$ cat src/rtl/svc_rv_store_buf_pkg.sv
// Shared types for the committed-store buffer: the entry layout
// and the byte-strobe width.
package svc_rv_store_buf_pkg;

  localparam int SB_STRB_W = 4;
  localparam int SB_AW     = 32;
  localparam int SB_DW     = 32;

  typedef struct packed {
    logic [SB_AW-1:0]     addr;
    logic [SB_DW-1:0]     data;
    logic [SB_STRB_W-1:0] strb;
  } store_entry_t;

endpackage

$ cat src/rtl/svc_rv_store_buf_match.sv
// Load-vs-pending-store comparator: per-entry word/byte overlap test and,
// when SVC_RV_STORE_BUF_FWD_EN is defined, youngest-first select.
// Ports: i_tag/i_strb/i_vld entry view, i_ld_tag/i_ld_strb lookup,
//        i_wr_ptr (fwd only), o_any_match, o_multi_match/o_sel_idx (fwd only).
module svc_rv_store_buf_match
  import svc_rv_store_buf_pkg::*;
#(
  parameter  int DEPTH = 4,
  parameter  int TW    = 30,
  localparam int PW    = $clog2(DEPTH),
  localparam int CW    = PW + 1
) (
  input  logic [TW-1:0]        i_tag    [DEPTH],
  input  logic [SB_STRB_W-1:0] i_strb   [DEPTH],
  input  logic [DEPTH-1:0]     i_vld,
  input  logic [TW-1:0]        i_ld_tag,
  input  logic [SB_STRB_W-1:0] i_ld_strb,
`ifdef SVC_RV_STORE_BUF_FWD_EN
  input  logic [PW-1:0]        i_wr_ptr,
  output logic                 o_multi_match,
  output logic [PW-1:0]        o_sel_idx,
`endif
  output logic                 o_any_match
);

  logic [DEPTH-1:0] w_match;

  always_comb begin
    w_match = '0;
    for (int i = 0; i < DEPTH; i++) begin
      w_match[i] = i_vld[i]
                && (i_tag[i] == i_ld_tag)
                && (|(i_strb[i] & i_ld_strb));
    end
  end

  assign o_any_match = |w_match;

`ifdef SVC_RV_STORE_BUF_FWD_EN
  logic [CW-1:0] w_cnt;
  logic [PW-1:0] w_idx;
  logic          w_found;

  // Walk from the newest slot (wr_ptr-1) back to the oldest.
  always_comb begin
    w_cnt     = '0;
    w_idx     = '0;
    w_found   = 1'b0;
    o_sel_idx = '0;
    for (int i = 0; i < DEPTH; i++) begin
      w_cnt = w_cnt + {{PW{1'b0}}, w_match[i]};
    end
    for (int k = 1; k <= DEPTH; k++) begin
      w_idx = i_wr_ptr - PW'(k);
      if (!w_found && w_match[w_idx]) begin
        w_found   = 1'b1;
        o_sel_idx = w_idx;
      end
    end
  end

  assign o_multi_match = w_cnt > CW'(1);
`endif

endmodule

$ cat src/rtl/svc_rv_store_buf.sv
// Committed-store FIFO between MEM and a multi-cycle data memory, with
// load overlap check. Macro SVC_RV_STORE_BUF_FWD_EN enables forwarding.
// Ports: i_clk/i_rst, i_st_* enqueue, i_ld_*/o_ld_* lookup,
//        o_mem_wr_*/i_mem_wr_ready drain, o_empty, o_count.
module svc_rv_store_buf
  import svc_rv_store_buf_pkg::*;
#(
  parameter  int DEPTH = 4,
  parameter  int AW    = 32,
  parameter  int DW    = 32,
  localparam int PW    = $clog2(DEPTH),
  localparam int CW    = PW + 1
) (
  input  logic                 i_clk,
  input  logic                 i_rst,
  input  logic                 i_st_valid,
  output logic                 o_st_ready,
  input  logic [AW-1:0]        i_st_addr,
  input  logic [DW-1:0]        i_st_data,
  input  logic [SB_STRB_W-1:0] i_st_strb,
  input  logic                 i_ld_valid,
  input  logic [AW-1:0]        i_ld_addr,
  input  logic [SB_STRB_W-1:0] i_ld_strb,
  output logic                 o_ld_hit,
  output logic [DW-1:0]        o_ld_data,
  output logic                 o_ld_conflict,
  output logic                 o_mem_wr_valid,
  input  logic                 i_mem_wr_ready,
  output logic [AW-1:0]        o_mem_wr_addr,
  output logic [DW-1:0]        o_mem_wr_data,
  output logic [SB_STRB_W-1:0] o_mem_wr_strb,
  output logic                 o_empty,
  output logic [CW-1:0]        o_count
);

  store_entry_t r_ent [DEPTH];
  logic [PW-1:0] r_wr_ptr;
  logic [PW-1:0] r_rd_ptr;
  logic [CW-1:0] r_count;

  logic w_full;
  logic w_empty;
  logic w_enq;
  logic w_deq;

  assign w_full  = r_count == CW'(DEPTH);
  assign w_empty = r_count == '0;
  // Full blocks the store even if a drain frees a slot this cycle.
  assign w_enq   = i_st_valid && !w_full;
  assign w_deq   = !w_empty && i_mem_wr_ready;

  always_ff @(posedge i_clk) begin
    if (i_rst) begin
      r_wr_ptr <= '0;
      r_rd_ptr <= '0;
      r_count  <= '0;
    end else begin
      if (w_enq) r_wr_ptr <= r_wr_ptr + 1'b1;
      if (w_deq) r_rd_ptr <= r_rd_ptr + 1'b1;
      unique case ({w_enq, w_deq})
        2'b10:   r_count <= r_count + 1'b1;
        2'b01:   r_count <= r_count - 1'b1;
        default: r_count <= r_count;
      endcase
    end
  end

  always_ff @(posedge i_clk) begin
    if (w_enq) begin
      r_ent[r_wr_ptr] <= '{addr: SB_AW'(i_st_addr),
                           data: SB_DW'(i_st_data),
                           strb: i_st_strb};
    end
  end

  assign o_st_ready     = !w_full;
  assign o_empty        = w_empty;
  assign o_count        = r_count;
  assign o_mem_wr_valid = !w_empty;
  assign o_mem_wr_addr  = AW'(r_ent[r_rd_ptr].addr);
  assign o_mem_wr_data  = DW'(r_ent[r_rd_ptr].data);
  assign o_mem_wr_strb  = r_ent[r_rd_ptr].strb;

  logic [DEPTH-1:0]     w_vld;
  logic [PW-1:0]        w_off;
  logic [AW-3:0]        w_tag  [DEPTH];
  logic [SB_STRB_W-1:0] w_strb [DEPTH];

  // Slot i is live when its distance from rd_ptr is below count.
  always_comb begin
    w_vld = '0;
    w_off = '0;
    for (int i = 0; i < DEPTH; i++) begin
      w_off     = PW'(i) - r_rd_ptr;
      w_vld[i]  = {1'b0, w_off} < r_count;
      w_tag[i]  = r_ent[i].addr[AW-1:2];
      w_strb[i] = r_ent[i].strb;
    end
  end

  logic w_any;

`ifdef SVC_RV_STORE_BUF_FWD_EN
  logic          w_multi;
  logic [PW-1:0] w_sel;
  logic          w_hit;

  svc_rv_store_buf_match #(
    .DEPTH (DEPTH),
    .TW    (AW-2)
  ) u_match (
    .i_tag         (w_tag),
    .i_strb        (w_strb),
    .i_vld         (w_vld),
    .i_ld_tag      (i_ld_addr[AW-1:2]),
    .i_ld_strb     (i_ld_strb),
    .i_wr_ptr      (r_wr_ptr),
    .o_multi_match (w_multi),
    .o_sel_idx     (w_sel),
    .o_any_match   (w_any)
  );

  // Forward only when a single store fully covers the load bytes.
  assign w_hit = i_ld_valid && w_any && !w_multi
              && ((r_ent[w_sel].strb & i_ld_strb) == i_ld_strb);

  assign o_ld_hit      = w_hit;
  assign o_ld_data     = w_hit ? DW'(r_ent[w_sel].data) : '0;
  assign o_ld_conflict = i_ld_valid && w_any && !w_hit;
`else
  svc_rv_store_buf_match #(
    .DEPTH (DEPTH),
    .TW    (AW-2)
  ) u_match (
    .i_tag       (w_tag),
    .i_strb      (w_strb),
    .i_vld       (w_vld),
    .i_ld_tag    (i_ld_addr[AW-1:2]),
    .i_ld_strb   (i_ld_strb),
    .o_any_match (w_any)
  );

  assign o_ld_hit      = 1'b0;
  assign o_ld_data     = '0;
  assign o_ld_conflict = i_ld_valid && w_any;
`endif

endmodule

$ cat config.mk
export PLATFORM = sky130hd
export DESIGN_NAME = svc_rv_store_buf
export DESIGN_NICKNAME = d
export VERILOG_FILES = /design/src/rtl/svc_rv_store_buf_pkg.sv /design/src/rtl/svc_rv_store_buf_match.sv /design/src/rtl/svc_rv_store_buf.sv
export SDC_FILE = /design/constraint.sdc
export NUM_CORES = 1
export LEC_CHECK = 0
export ABC_AREA = 1
export ABC_CLOCK_PERIOD_IN_PS = 5540
export CAP_MARGIN = 20
export CELL_PAD_IN_SITES_DETAIL_PLACEMENT = 0
export CELL_PAD_IN_SITES_GLOBAL_PLACEMENT = 1
export CORE_ASPECT_RATIO = 0.6
export CORE_MARGIN = 8
export CORE_UTILIZATION = 42
export DETAILED_ROUTE_END_ITERATION = 8
export GPL_TIMING_DRIVEN = 1
export PLACE_DENSITY_LB_ADDON = 0.1
export SLEW_MARGIN = 0
export SYNTH_ARGS = -nofsm -noshare
export SYNTH_HDL_FRONTEND = slang
export SYNTH_HIERARCHICAL = 1
export SYNTH_SLANG_ARGS = --single-unit
$ cat constraint.sdc
create_clock -name i_clk -period 5.54 [get_ports i_clk]
set_clock_uncertainty 0.05 [all_clocks]
set_input_delay 1.385 -clock i_clk [delete_from_list [all_inputs] [get_ports i_clk]]
set_output_delay 1.385 -clock i_clk [all_outputs]
set_load 0.01 [all_outputs]
==> flow_summary_export.csv <==
group,metric,value,unit
timing,fmax,193,MHz
global_routing,grt_usage,0.202,
clock_tree,cts_resized,0,
worst_setup_path,critPathCaptureType,"output pin",
logic_synthesis,synth_edf_count,272,
timing,fin_setup_tns,0,ps
global_routing,grt.met1_usage,0.308,
timing,max_slew_margin,0.308,
logic_synthesis,yosysTopAreaCell,"edfxtp_1",
layout,layout-drive-gt1-share,0.0458,
die,coreArea,30800,µm²
logic_synthesis,synth_warnings,6,
logic_synthesis,yosys-top-cells-count,"edfxtp_1, nand2_1, nor2_1",
timing,rsz0062_at_grt,"false",
logic_synthesis,synth_top_area_frac,0.629,
layout,final_util,0.517,
worst_setup_path,worstSetupPathType,"input port to output pin",
layout,fin_nets,1542,
drt,drc_errors,0,
logic_synthesis,netlist_area,13000,µm²
worst_setup_path,worstPathArrival,3740,ps
placement,placed_area,15000,µm²
die,die_area,37000,µm²
logic_synthesis,async_flop_share,0,
job,cap_violations,0,
die,start_util,0.422,
timing,tightest_slew,1040,ps
clock_tree,root_buffer,"clkbuf_16",
die,ioPinCount,217,
worst_setup_path,critPathMaxFanout,5,
drt,wl_per_cell,20.8,µm
clock_tree,hold_buffers,0,
logic_synthesis,ys_ff_latch,281,
drt,ant_nets,0,
placement,port_buffers,181,
drt,wl,38700,µm
min_path,hold_path_class,"flop to flop",
logic_synthesis,avgSynthCellArea,10.4,µm²
clock_tree,clk_path_buf_depth,3,
clock_tree,clock_latency,550,ps
timing,setup_viol,0,
clock_tree,cts_setup_buffers,0,
global_routing,grtUsageMet3,0.0593,
logic_synthesis,synth_flop_cell,"edfxtp_1",
drt,routed_via_density,5.04,
pwr,p_leak,6.02,nW
worst_setup_path,slowest_delay,580,ps
logic_synthesis,netlist_top_cells_area,"edfxtp_1, nand2_1, nor2_1, o21ai_0, o22ai_1",
drt,drt-pass1-iter-count,5,
worst_setup_path,required,4110,ps
logic_synthesis,synthCells,1250,
layout,design_area,15900,µm²
global_routing,grt_pass1_wl,57100,µm
die,die_x,243,µm
clock_tree,cts_max_level,1,
global_routing,antenna_found_initial,2,
status,status,"complete, no violations",
logic_synthesis,synth.distinct_cells,30,
worst_setup_path,cpMaxStageDelayCell,"clkdlybuf4s50_1",
placement,hpwlAfterDp,25800,µm
timing,finalMaxSlewViolations,0,
die,num_rows,50,
drt,vias,9369,
die,fp.dieH,152,µm
worst_setup_path,crit_path_start_kind,"input port",
layout,area_delta_synth_final,22.6,%
placement,gp_congestion,0.900,
clock_tree,path_clk_slew,70,ps
drt,drt_iter0_drc,928,
global_routing,busiest_layer,"met1",
clock_tree,cts_tree,"done",
global_routing,overflow,0,
timing,period_needed,5170,ps
global_routing,grt_max_degree,137,
pwr,pwr_density_cell,427,nW/µm²
worst_setup_path,path_cells,"clkdlybuf4s50_1 -> inv_1 -> a21boi_0 -> o211ai_1 -> nor2_1 -> nand3_1 -> nor2_1 -> nor2_1 -> nand2_1 -> nand2_1 -> inv_1 -> clkdlybuf4s50_1",
pwr,peakVddDrop,0.259,mV
logic_synthesis,yosysSeqAreaShare,0.643,
clock_tree,cts_buffers,28,
timing,fin_crit_sh,0.934,
logic_synthesis,post-synth-top-count-cell,"edfxtp_1",
global_routing,use_met2,0.285,
timing,hold_viol_final,0,
global_routing,grt_pass1_vias,8941,
clock_tree,cts_sinks,281,
worst_setup_path,path_common_cell,"nor2_1",
per-stage QoR:
stage | total power, mW | hold slack (ps) | std cells | setup slack, ps
6_report | 6.80 | 499 | 1858 | 366
3_5_place_dp | 4.99 | 488 | 1809 | 439
4_1_cts | 6.86 | 501 | 1857 | 431
3_3_place_gp | 4.98 | 482 | 1809 | 421
2_1_floorplan | 3.87 | 452 | 1282 | 646
5_1_grt | 7.15 | 553 | 1858 | 201
cell families after synthesis:
kind of cell / count (synthesis) / share of synthesized area
simple gates: 482 / 0.143
flops: 281 / 0.643
compound gates: 246 / 0.102
buf+inv: 187 / 0.0722
xor+xnor: 43 / 0.0290
fa+ha+maj: 10 / 0.0102
other cells: 1 / 0.000289
layer usage:
layer,up-vias,part of all wire,wire length (µm)
met4,2,0.013,496
met1,4510,0.48,18600
met2,289,0.42,16100
li1,4529,-,-
met3,39,0.089,3460
met5,-,0.00039,15
final timing paths:
kind                                    to  slack, ps                     start  cells after the start
setup / recovery             o_ld_conflict        370             i_ld_addr[23]                     12
hold / removal    r_wr_ptr[1]$_SDFFE_PP0P_        500  r_wr_ptr[1]$_SDFFE_PP0P_                      2
setup reg to reg    r_ent[1][37]$_DFFE_PP_       3190   o_count[0]$_SDFFE_PP0P_                      5
hold reg to reg   r_wr_ptr[1]$_SDFFE_PP0P_        500  r_wr_ptr[1]$_SDFFE_PP0P_                      2
flip-flops by register name (all words and copies together), names as in the netlist, named ones only:
signal	flops
r_wr_ptr	2
r_ent	272
o_count	3
r_rd_ptr	2
final cells by class:
cell class	instances	area, µm²
tap	416	520
inverter	103	392
sequential	281	8350
fill	2809	14900
antenna	1	2.50
clock buffer	31	712
timing repair buffer	195	1920
clock inverter	17	173
multi-input combinational	814	3840
worst max-delay path: cells and delay by family:
family | cells | cell delay, ps
compound gates | 2 | 300
buf+inv | 4 | 1290
simple gates | 6 | 780
power by group:
group,internal (mW),switching [mW],total [mW]
registers,2.55,0.129,2.68
clock network,1.06,0.808,1.87
logic,0.946,1.30,2.24
cells in the final DEF (no fill, tap or decap), types with 2 or more instances in the layout:
| cell type | Yosys | layout |
|---|---|---|
| ha_1 | 9 | 9 |
| xor2_1 | 16 | 16 |
| clkbuf_16 | 0 | 28 |
| conb_1 | 1 | 33 |
| nand3_1 | 16 | 16 |
| dfxtp_1 | 9 | 7 |
| clkinv_2 | 0 | 6 |
| nor2_4 | 0 | 4 |
| clkbuf_1 | 11 | 3 |
| or2_2 | 3 | 3 |
| nor3_1 | 4 | 4 |
| xnor2_1 | 27 | 27 |
| nand4_1 | 2 | 2 |
| clkdlybuf4s50_1 | 0 | 181 |
| nand2_1 | 236 | 236 |
| inv_2 | 2 | 2 |
| clkinv_1 | 0 | 5 |
| o21a_1 | 3 | 3 |
| o21ai_0 | 156 | 156 |
| edfxtp_1 | 272 | 272 |
| inv_1 | 100 | 100 |
| a21oi_1 | 11 | 11 |
| o21ai_1 | 6 | 6 |
| bufinv_16 | 0 | 3 |
| buf_4 | 33 | 14 |
| nor2_1 | 219 | 215 |
| clkinv_4 | 0 | 2 |
| o22ai_1 | 68 | 68 |
Note: power is estimated with default switching activity, not from simulation.
